### src/rtl/uart_packet_tx_arbiter.sv
// Two-requester packet arbiter in front of a byte-wide UART transmitter.
// A granted packet is latched and streamed LSB byte first, one tx_dv strobe
// per byte, waiting for tx_done between bytes with a per-byte timeout.
module uart_packet_tx_arbiter #(
  parameter int PACKET_BYTES = 18,
  parameter int LEN_W        = 5,
  parameter int TIMEOUT      = 4000000
) (
  input  logic                      clk,
  input  logic                      reset,
  input  logic                      req0,
  input  logic                      req1,
  input  logic [8*PACKET_BYTES-1:0] data0,
  input  logic [8*PACKET_BYTES-1:0] data1,
  input  logic [LEN_W-1:0]          len0,
  input  logic [LEN_W-1:0]          len1,
  output logic                      done0,
  output logic                      done1,
  output logic                      error,
  output logic                      busy,
  output logic                      grant,
  output logic                      tx_dv,
  output logic [7:0]                tx_byte,
  input  logic                      tx_done,
  input  logic                      tx_active
);

  localparam int CNT_W = $clog2(TIMEOUT + 1);
  localparam logic [LEN_W-1:0] MAX_LEN = LEN_W'(PACKET_BYTES);
  localparam logic [CNT_W-1:0] TO_LIM  = CNT_W'(TIMEOUT);

  typedef enum logic [2:0] {
    S_IDLE, S_LOAD, S_WAIT, S_NEXT, S_DONE, S_ABORT
  } state_t;

  state_t                    state_q, state_d;
  logic                      grant_q, grant_d;
  logic                      last_q, last_d;
  logic [LEN_W-1:0]          len_q, len_d;
  logic [LEN_W-1:0]          idx_q, idx_d;
  logic [CNT_W-1:0]          cnt_q, cnt_d;
  logic                      tx_dv_q, tx_dv_d;
  logic [7:0]                tx_byte_q, tx_byte_d;
  logic                      done0_q, done0_d;
  logic                      done1_q, done1_d;
  logic                      error_q, error_d;
  logic                      busy_q, busy_d;
  logic [8*PACKET_BYTES-1:0] data_q;
  logic                      load_data;
  logic                      sel;

  // Zero or oversize lengths mean a full-size packet.
  function automatic logic [LEN_W-1:0] clamp_len(input logic [LEN_W-1:0] l);
    if (l == '0 || l > MAX_LEN) return MAX_LEN;
    return l;
  endfunction

  // Next-state and next-output logic; pulse outputs coincide with the state
  // that owns them (tx_dv with the first WAIT cycle, done with DONE, error
  // with ABORT).
  always_comb begin
    state_d   = state_q;
    grant_d   = grant_q;
    last_d    = last_q;
    len_d     = len_q;
    idx_d     = idx_q;
    cnt_d     = cnt_q;
    tx_byte_d = tx_byte_q;
    tx_dv_d   = 1'b0;
    done0_d   = 1'b0;
    done1_d   = 1'b0;
    error_d   = 1'b0;
    load_data = 1'b0;
    sel       = 1'b0;
    case (state_q)
      S_IDLE: begin
        if (req0 || req1) begin
          // Tie goes to whoever was not served last.
          sel       = (req0 && req1) ? ~last_q : req1;
          grant_d   = sel;
          len_d     = clamp_len(sel ? len1 : len0);
          idx_d     = '0;
          cnt_d     = '0;
          load_data = 1'b1;
          state_d   = S_LOAD;
        end
      end
      S_LOAD: begin
        if (!tx_active) begin
          tx_byte_d = data_q[8*int'(idx_q) +: 8];
          tx_dv_d   = 1'b1;
          state_d   = S_WAIT;
        end
      end
      S_WAIT: begin
        if (tx_done) begin
          cnt_d   = '0;
          state_d = S_NEXT;
        end else if (cnt_q == TO_LIM) begin
          error_d = 1'b1;
          state_d = S_ABORT;
        end else begin
          cnt_d = cnt_q + 1'b1;
        end
      end
      S_NEXT: begin
        if (({1'b0, idx_q} + (LEN_W+1)'(1)) == {1'b0, len_q}) begin
          done0_d = ~grant_q;
          done1_d = grant_q;
          state_d = S_DONE;
        end else begin
          idx_d   = idx_q + 1'b1;
          state_d = S_LOAD;
        end
      end
      S_DONE: begin
        last_d  = grant_q;
        state_d = S_IDLE;
      end
      S_ABORT: begin
        last_d  = grant_q;
        state_d = S_IDLE;
      end
      default: state_d = S_IDLE;
    endcase
    busy_d = (state_d != S_IDLE);
  end

  // Control state and registered outputs; reset aborts any transfer silently.
  always_ff @(posedge clk or negedge reset) begin
    if (!reset) begin
      state_q   <= S_IDLE;
      grant_q   <= 1'b0;
      last_q    <= 1'b1;
      len_q     <= '0;
      idx_q     <= '0;
      cnt_q     <= '0;
      tx_dv_q   <= 1'b0;
      tx_byte_q <= 8'h00;
      done0_q   <= 1'b0;
      done1_q   <= 1'b0;
      error_q   <= 1'b0;
      busy_q    <= 1'b0;
    end else begin
      state_q   <= state_d;
      grant_q   <= grant_d;
      last_q    <= last_d;
      len_q     <= len_d;
      idx_q     <= idx_d;
      cnt_q     <= cnt_d;
      tx_dv_q   <= tx_dv_d;
      tx_byte_q <= tx_byte_d;
      done0_q   <= done0_d;
      done1_q   <= done1_d;
      error_q   <= error_d;
      busy_q    <= busy_d;
    end
  end

  // Packet payload capture at grant; payload needs no reset.
  always_ff @(posedge clk) begin
    if (load_data) data_q <= sel ? data1 : data0;
  end

  assign done0   = done0_q;
  assign done1   = done1_q;
  assign error   = error_q;
  assign busy    = busy_q;
  assign grant   = grant_q;
  assign tx_dv   = tx_dv_q;
  assign tx_byte = tx_byte_q;

endmodule

### config.mk
export PLATFORM = sky130hd
export DESIGN_NAME = uart_packet_tx_arbiter
export DESIGN_NICKNAME = d
export VERILOG_FILES = /design/src/rtl/uart_packet_tx_arbiter.sv
export SDC_FILE = /design/constraint.sdc
export NUM_CORES = 1
export LEC_CHECK = 0
export ABC_AREA = 1
export CAP_MARGIN = 20
export CORE_MARGIN = 2
export CORE_UTILIZATION = 48
export DETAILED_ROUTE_END_ITERATION = 10
export PLACE_DENSITY = 0.9
export SLEW_MARGIN = 0
export SYNTH_ARGS = -nofsm -noshare
export SYNTH_HDL_FRONTEND = slang
export SYNTH_SLANG_ARGS = --single-unit
### constraint.sdc
create_clock -name clk -period 5.79 [get_ports clk]
set_clock_uncertainty 0.15 [all_clocks]
set_input_delay 1.158 -clock clk [delete_from_list [all_inputs] [get_ports clk]]
set_output_delay 1.158 -clock clk [all_outputs]
set_load 0.02 [all_outputs]
==> results of run 1 <==
-- critical path: cells and delay by family --
| kind | cells | cell delay, ns |
|---|---|---|
| and+or+nand+nor | 5 | 1.33 |
| buffers and inverters | 3 | 1.55 |
-- metrics by stage --
| stage | util, % | std cells | total power, mW |
|---|---|---|---|
| 5_1_grt | 66.7 | 1955 | 5.58 |
| 3_3_place_gp | 63.9 | 1917 | 4.06 |
| 4_1_cts | 66.5 | 1949 | 5.25 |
| 3_5_place_dp | 63.9 | 1917 | 4.12 |
| 6_report | 66.7 | 1955 | 5.27 |
| 2_1_floorplan | - | 1374 | 3.43 |
-- metal layers --
metal,GRT usage [%],up-vias,part of all wire [%]
met5,0,-,0
met4,11.5,0,3.7
met3,6.74,75,7.7
met2,50.8,474,51
met1,33.4,4756,37
li1,-,5003,-
-- power by group through the flow --
stage | Clock [mW] | Combinational, mW | Sequential, mW
finish | 1.14 | 1.95 | 2.17
CTS | 1.15 | 1.93 | 2.17
global route | 1.21 | 2.17 | 2.21
detailed placement | 0 | 1.92 | 2.20
floorplan | 0 | 1.19 | 2.24
global placement | 0 | 1.87 | 2.18
-- path summary, 6_finish.rpt --
| kind | from | end | cells after the start |
|---|---|---|---|
| min reg2reg | grant | done0 | 1 |
| min in group asynchronous | reset | busy | 2 |
| min | grant | done0 | 1 |
| max | req1 | data_q[120] | 8 |
| max reg2reg | state_q[2] | data_q[120] | 8 |
| max in group asynchronous | reset | idx_q[0] | 2 |
-- cell type report --
type / count / area, um^2
repair buffers: 327 / 3270
flip-flops and latches: 194 / 5580
clock buffers: 17 / 425
multi-input cells: 1037 / 4430
well taps: 280 / 350
diodes: 4 / 10.0
fillers: 1758 / 7250
clock inverters: 15 / 136
inverters: 81 / 312
-- sequential cells by signal (all words and copies together) (netlist names), 3 cells and up --
| register | count |
|---|---|
| tx_byte | 8 |
| idx_q | 5 |
| state_q | 3 |
| cnt_q | 22 |
| len_q | 5 |
| data_q | 144 |
-- cell usage in the layout, fill, tap and decap left out, types with 17 or more instances in the layout --
cell / n
o21ai_0: 40
inv_1: 73
a21oi_1: 22
nand3_1: 72
edfxtp_1: 144
nand2_1: 701
clkbuf_16: 17
nand4_1: 27
nor2_1: 100
clkdlybuf4s50_1: 316
dfrtp_1: 48
-- kinds of logic after synthesis --
group,Yosys count
buffers and inverters,143
xor gates and xnor gates,3
DFF,194
AOI/OAI and AO/OA,101
and+or+nand+nor,930
adders and majority gates,3
==> impl_metrics.json, run 1 <==
{
  "worstMarginPinSlew_ns": 1.09,
  "first_pass_grt_wire_length_mm": 52.7,
  "p_leak_nw": 6.36,
  "layout-drive-gt1-share_pct": 4.73,
  "netlist-cell-type-count": 36,
  "cp-start-kind": "primary input",
  "period_minus_ws_final_ns": 4.00,
  "pwr-share-clk_pct": 21.7,
  "clock_sink_count": 194,
  "power.ir.vdd_worst_mv": 0.303,
  "globalRouteTotalUtil_pct": 28.6,
  "cell_internal_pwr_mw": 3.27,
  "clock_tree.buffer_depth": 2,
  "number_of_global_route_vias_before_repair": 10300,
  "p_per_area_nw_per_um2": 363,
  "grt_max_degree": 123,
  "dieArea_um2": 23300,
  "r2r_setup_slack_ns": 2.45,
  "worstPathCellList": "clkdlybuf4s50_1, nor2_1, inv_1, nand2_2, nor2_4, buf_4, nand2_1, nand2_1",
  "post_cts_hold_buffer_count": 0,
  "antenna_found_initial": 4,
  "p_comb_share_pct": 37.1,
  "power.switching_mw": 2.00,
  "cts_setup_buffers": 0,
  "netlist_area_before_placement_um2": 10600,
  "status": "finished, final reports clean",
  "max-cap-violations": 0,
  "synth-main-ff-cell": "edfxtp_1",
  "worstPathArrival_ns": 4.14,
  "ys_top_cells_by_area": "edfxtp_1, nand2_1, dfrtp_1",
  "average_cell_area_after_synthesis_um2": 7.73,
  "drt-initial-drc-count": 910,
  "power.switching_fraction_pct": 38.0,
  "crit_slowest_cell": "buf_4",
  "critPathRequiredTime_ns": 5.93,
  "post_synth_xor_area_fraction_pct": 0.247,
  "rsz0062_at_grt": "no",
  "core.rowCount": 54,
  "synthArstFlopShare_pct": 25.8,
  "gates_resized_cts_repair": 0,
  "dp_hpwl_mm": 24.7,
  "finalSetupViolCount": 0,
  "area_share_of_fa_ha_maj_cells_after_synthesis_pct": 0.353,
  "die_height_um": 153,
  "floorplan.io_pins": 318,
  "via_per_inst": 5.27,
  "port_buffers": 317,
  "relative_slew_slack_pct": 27.5,
  "final_cell_area_um2": 14500,
  "final_max_slew_viol_count": 0,
  "max_clock_freq_mhz": 250,
  "clk-insertion-delay-late_ns": 0.45,
  "synth.top_cells.by_count": "nand2_1, edfxtp_1, nor2_1",
  "pre_cts_ws_ns": 1.35,
  "drtPass1Iterations": 7,
  "cts-buffers-inserted": 17,
  "ys_seq_area_share_pct": 52.5,
  "top_count_cell_post_synth": "nand2_1",
  "hold_slack_ns": 0.313,
  "finalWirelength_mm": 33.5,
  "root_buffer_selected_by_cts": "clkbuf_16",
  "htree_levels": 4,
  "min_path_type": "flop to flop",
  "synth.area.mux_share_pct": 0,
  "synth_nets": 1681,
  "synthDominantAreaCellType": "edfxtp_1",
  "nets": 1965,
  "tns_ns": 0,
  "cpPeakStageDelay_ns": 0.94,
  "criticalPathCategory": "primary input to flop",
  "vias": 10300,
  "synth.ff_latch_count": 194,
  "drcViolationCount": 0,
  "floorplan.initialDensity_pct": 48.8,
  "synth_simple_gate_area_share_pct": 35.4,
  "post_drt_wl_per_cell_um": 17.1,
  "worst_path_most_repeated_cell": "nand2_1",
  "synth_compound_area_share_pct": 5.73,
  "antenna_violating_nets_left": 0,
  "synth_top_family_by_area": "simple AND/OR/NAND/NOR gates",
  "synth_warn": 0,
  "finalWorstSetupSlack_ns": 1.79,
  "clock_tree_from_tritoncts": "done",
  "worst_setup_hold_path_clk_slew_ns": 0.08,
  "period_share_pct": 69.0,
  "timing.critical_path.to_type": "flop",
  "power.share.sequential_pct": 41.2,
  "core_um2": 21800,
  "number_of_cells_produced_by_synthesis": 1374,
  "die_wd_um": 153,
  "critical_path.max_fanout": 111,
  "overflow": 0,
  "synth_top_area_share_pct": 40.7,
  "number_of_hold_slack_violations_in_the_final_timing_report": 0,
  "place_area_um2": 13900,
  "area_delta_synth_final_pct": 36.6,
  "routabilityCongestion": 0.920,
  "synth_enable_flop_cells": 144
}
Power figures use the tool's default switching activity.
==> run 2: changes to the inputs <==
Clock period 5.79 ns to 3.9 ns, I/O delays scaled along.
==> run 2 against run 1 <==
Core utilization is 0.33 points higher. Die area stayed put. Sequential power is 50% higher. Largest power group unchanged. Critical endpoint is now data_q[71]. Critical path depth is 1 higher. Sequential share of layout area is 0.19 points lower. Power is 49% higher. Routed wire length is 1.4% higher. Global-route usage is 0.42 points higher. Largest cell class unchanged.
==> impl_metrics.json, run 2 (synthesis gave the netlist of run 1 again) <==
{
  "overflow": 0,
  "place_area_um2": 14000,
  "fillers": 1747,
  "dieArea_um2": 23300,
  "root_buffer_selected_by_cts": "clkbuf_16",
  "min_path_type": "primary input to asynchronous set/reset pin",
  "pwr-share-clk_pct": 22.2,
  "power.share.sequential_pct": 41.3,
  "relative_slew_slack_pct": 35.5,
  "grt_max_degree": 145,
  "clock_tree_from_tritoncts": "done",
  "drtPass1Iterations": 7,
  "globalRouteTotalUtil_pct": 29.0,
  "die_height_um": 153,
  "antenna_violating_nets_left": 0,
  "worst_setup_hold_path_clk_slew_ns": 0.08,
  "period_share_pct": 68.8,
  "routabilityCongestion": 0.942,
  "via_per_inst": 5.27,
  "status": "finished, final reports clean",
  "finalWirelength_mm": 34.0,
  "drt-initial-drc-count": 1123,
  "timing.critical_path.to_type": "flop",
  "core.rowCount": 54,
  "placed_cells_incl_taps": 1923,
  "critPathRequiredTime_ns": 4.06,
  "worstMarginPinSlew_ns": 0.967,
  "multi_input_area_um2": 4430,
  "final_cell_area_um2": 14600,
  "rsz0062_at_grt": "no",
  "cell_internal_pwr_mw": 4.87,
  "vias": 10300,
  "layoutNonFillerInstCount": 1962,
  "htree_levels": 4,
  "floorplan.initialDensity_pct": 48.8,
  "period_minus_ws_final_ns": 2.69,
  "area_delta_synth_final_pct": 37.3,
  "finalWorstSetupSlack_ns": 1.21,
  "gates_resized_cts_repair": 0,
  "hold_slack_ns": 0.226,
  "cts_setup_buffers": 0,
  "power.ir.vdd_worst_mv": 0.353,
  "pre_cts_ws_ns": 0.791,
  "tns_ns": 0,
  "power.switching_mw": 3.00,
  "clk-insertion-delay-late_ns": 0.45,
  "antenna_found_initial": 7,
  "die_wd_um": 153,
  "p_comb_share_pct": 36.5,
  "nets": 1969,
  "layout-drive-gt1-share_pct": 5.01,
  "clock_tree.buffer_depth": 2,
  "criticalPathCategory": "primary input to flop",
  "max_clock_freq_mhz": 372,
  "finalSetupViolCount": 0,
  "cp-start-kind": "primary input",
  "floorplan.io_pins": 318,
  "drcViolationCount": 0,
  "final_max_slew_viol_count": 0,
  "cts-buffers-inserted": 17,
  "worst-r2r-cell-count": 10,
  "largest_reg_flops": 144,
  "max-cap-violations": 0,
  "dp_hpwl_mm": 25.5,
  "power.switching_fraction_pct": 38.1,
  "post_cts_hold_buffer_count": 0,
  "p_leak_nw": 6.38,
  "number_of_global_route_vias_before_repair": 10300,
  "layout_common_cells": "nand2_1, clkdlybuf4s50_1, edfxtp_1",
  "worstPathArrival_ns": 2.85,
  "largest-register": "data_q",
  "final_common_cell": "nand2_1",
  "port_buffers": 317,
  "critical_path.max_fanout": 51,
  "first_pass_grt_wire_length_mm": 53.2,
  "core_um2": 21800,
  "area.sequential_um2": 5580,
  "number_of_hold_slack_violations_in_the_final_timing_report": 0,
  "post_drt_wl_per_cell_um": 17.3,
  "clock_sink_count": 194,
  "p_per_area_nw_per_um2": 540
}
## run 2: metrics by stage
step | utilization, % | total power [mW]
final | 67.0 | 7.87
after global routing | 67.0 | 8.32
after CTS | 66.9 | 7.85
after detailed placement | 64.3 | 6.12
after global placement | 64.3 | 6.03
after floorplan | - | 5.07
## run 2: final timing paths
check / from / end / slack (ns)
hold / removal: reset / len_q[0] / 0.23
setup / recovery: req1 / data_q[71] / 1.21
max in group asynchronous: reset / cnt_q[8] / 2.60
hold reg to reg: grant / done0 / 0.30
setup reg to reg: idx_q[0] / busy / 1.28
min in group clk: grant / done0 / 0.30
## run 2: cell type report
cell class              instances  share of cell area (%)
repair buffers                331                    22.7
flip-flops and latches        194                    38.3
clock buffers                  17                    2.92
clock inverters                15                    1.10
inverters                      81                    2.13
multi-input cells            1037                    30.4
diodes                          7                   0.120
well taps                     280                    2.40
## run 2: worst max-delay path: stages
cell	delay, ns
clkdlybuf4s50_1	0.45
nor2_1	0.25
inv_1	0.08
nand2_2	0.27
nor2_4	0.08
inv_4	0.40
buf_4	0.31
nand2_1	0.09
nand2_1	0.07
## run 2: metal layers
layer	vias up	share of wire, %	global-route usage (%)
li1	5007	-	-
met1	4769	38	34.2
met2	478	51	51.5
met3	88	7.0	5.83
met4	0	4.4	12.7
met5	-	0	0
## run 2: power groups by stage
stage | sequential [mW] | clock (mW) | combinational [mW]
global placement | 3.28 | 0 | 2.76
CTS | 3.25 | 1.75 | 2.85
finish | 3.25 | 1.75 | 2.87
global route | 3.30 | 1.83 | 3.19
detailed placement | 3.29 | 0 | 2.83
floorplan | 3.30 | 0 | 1.77
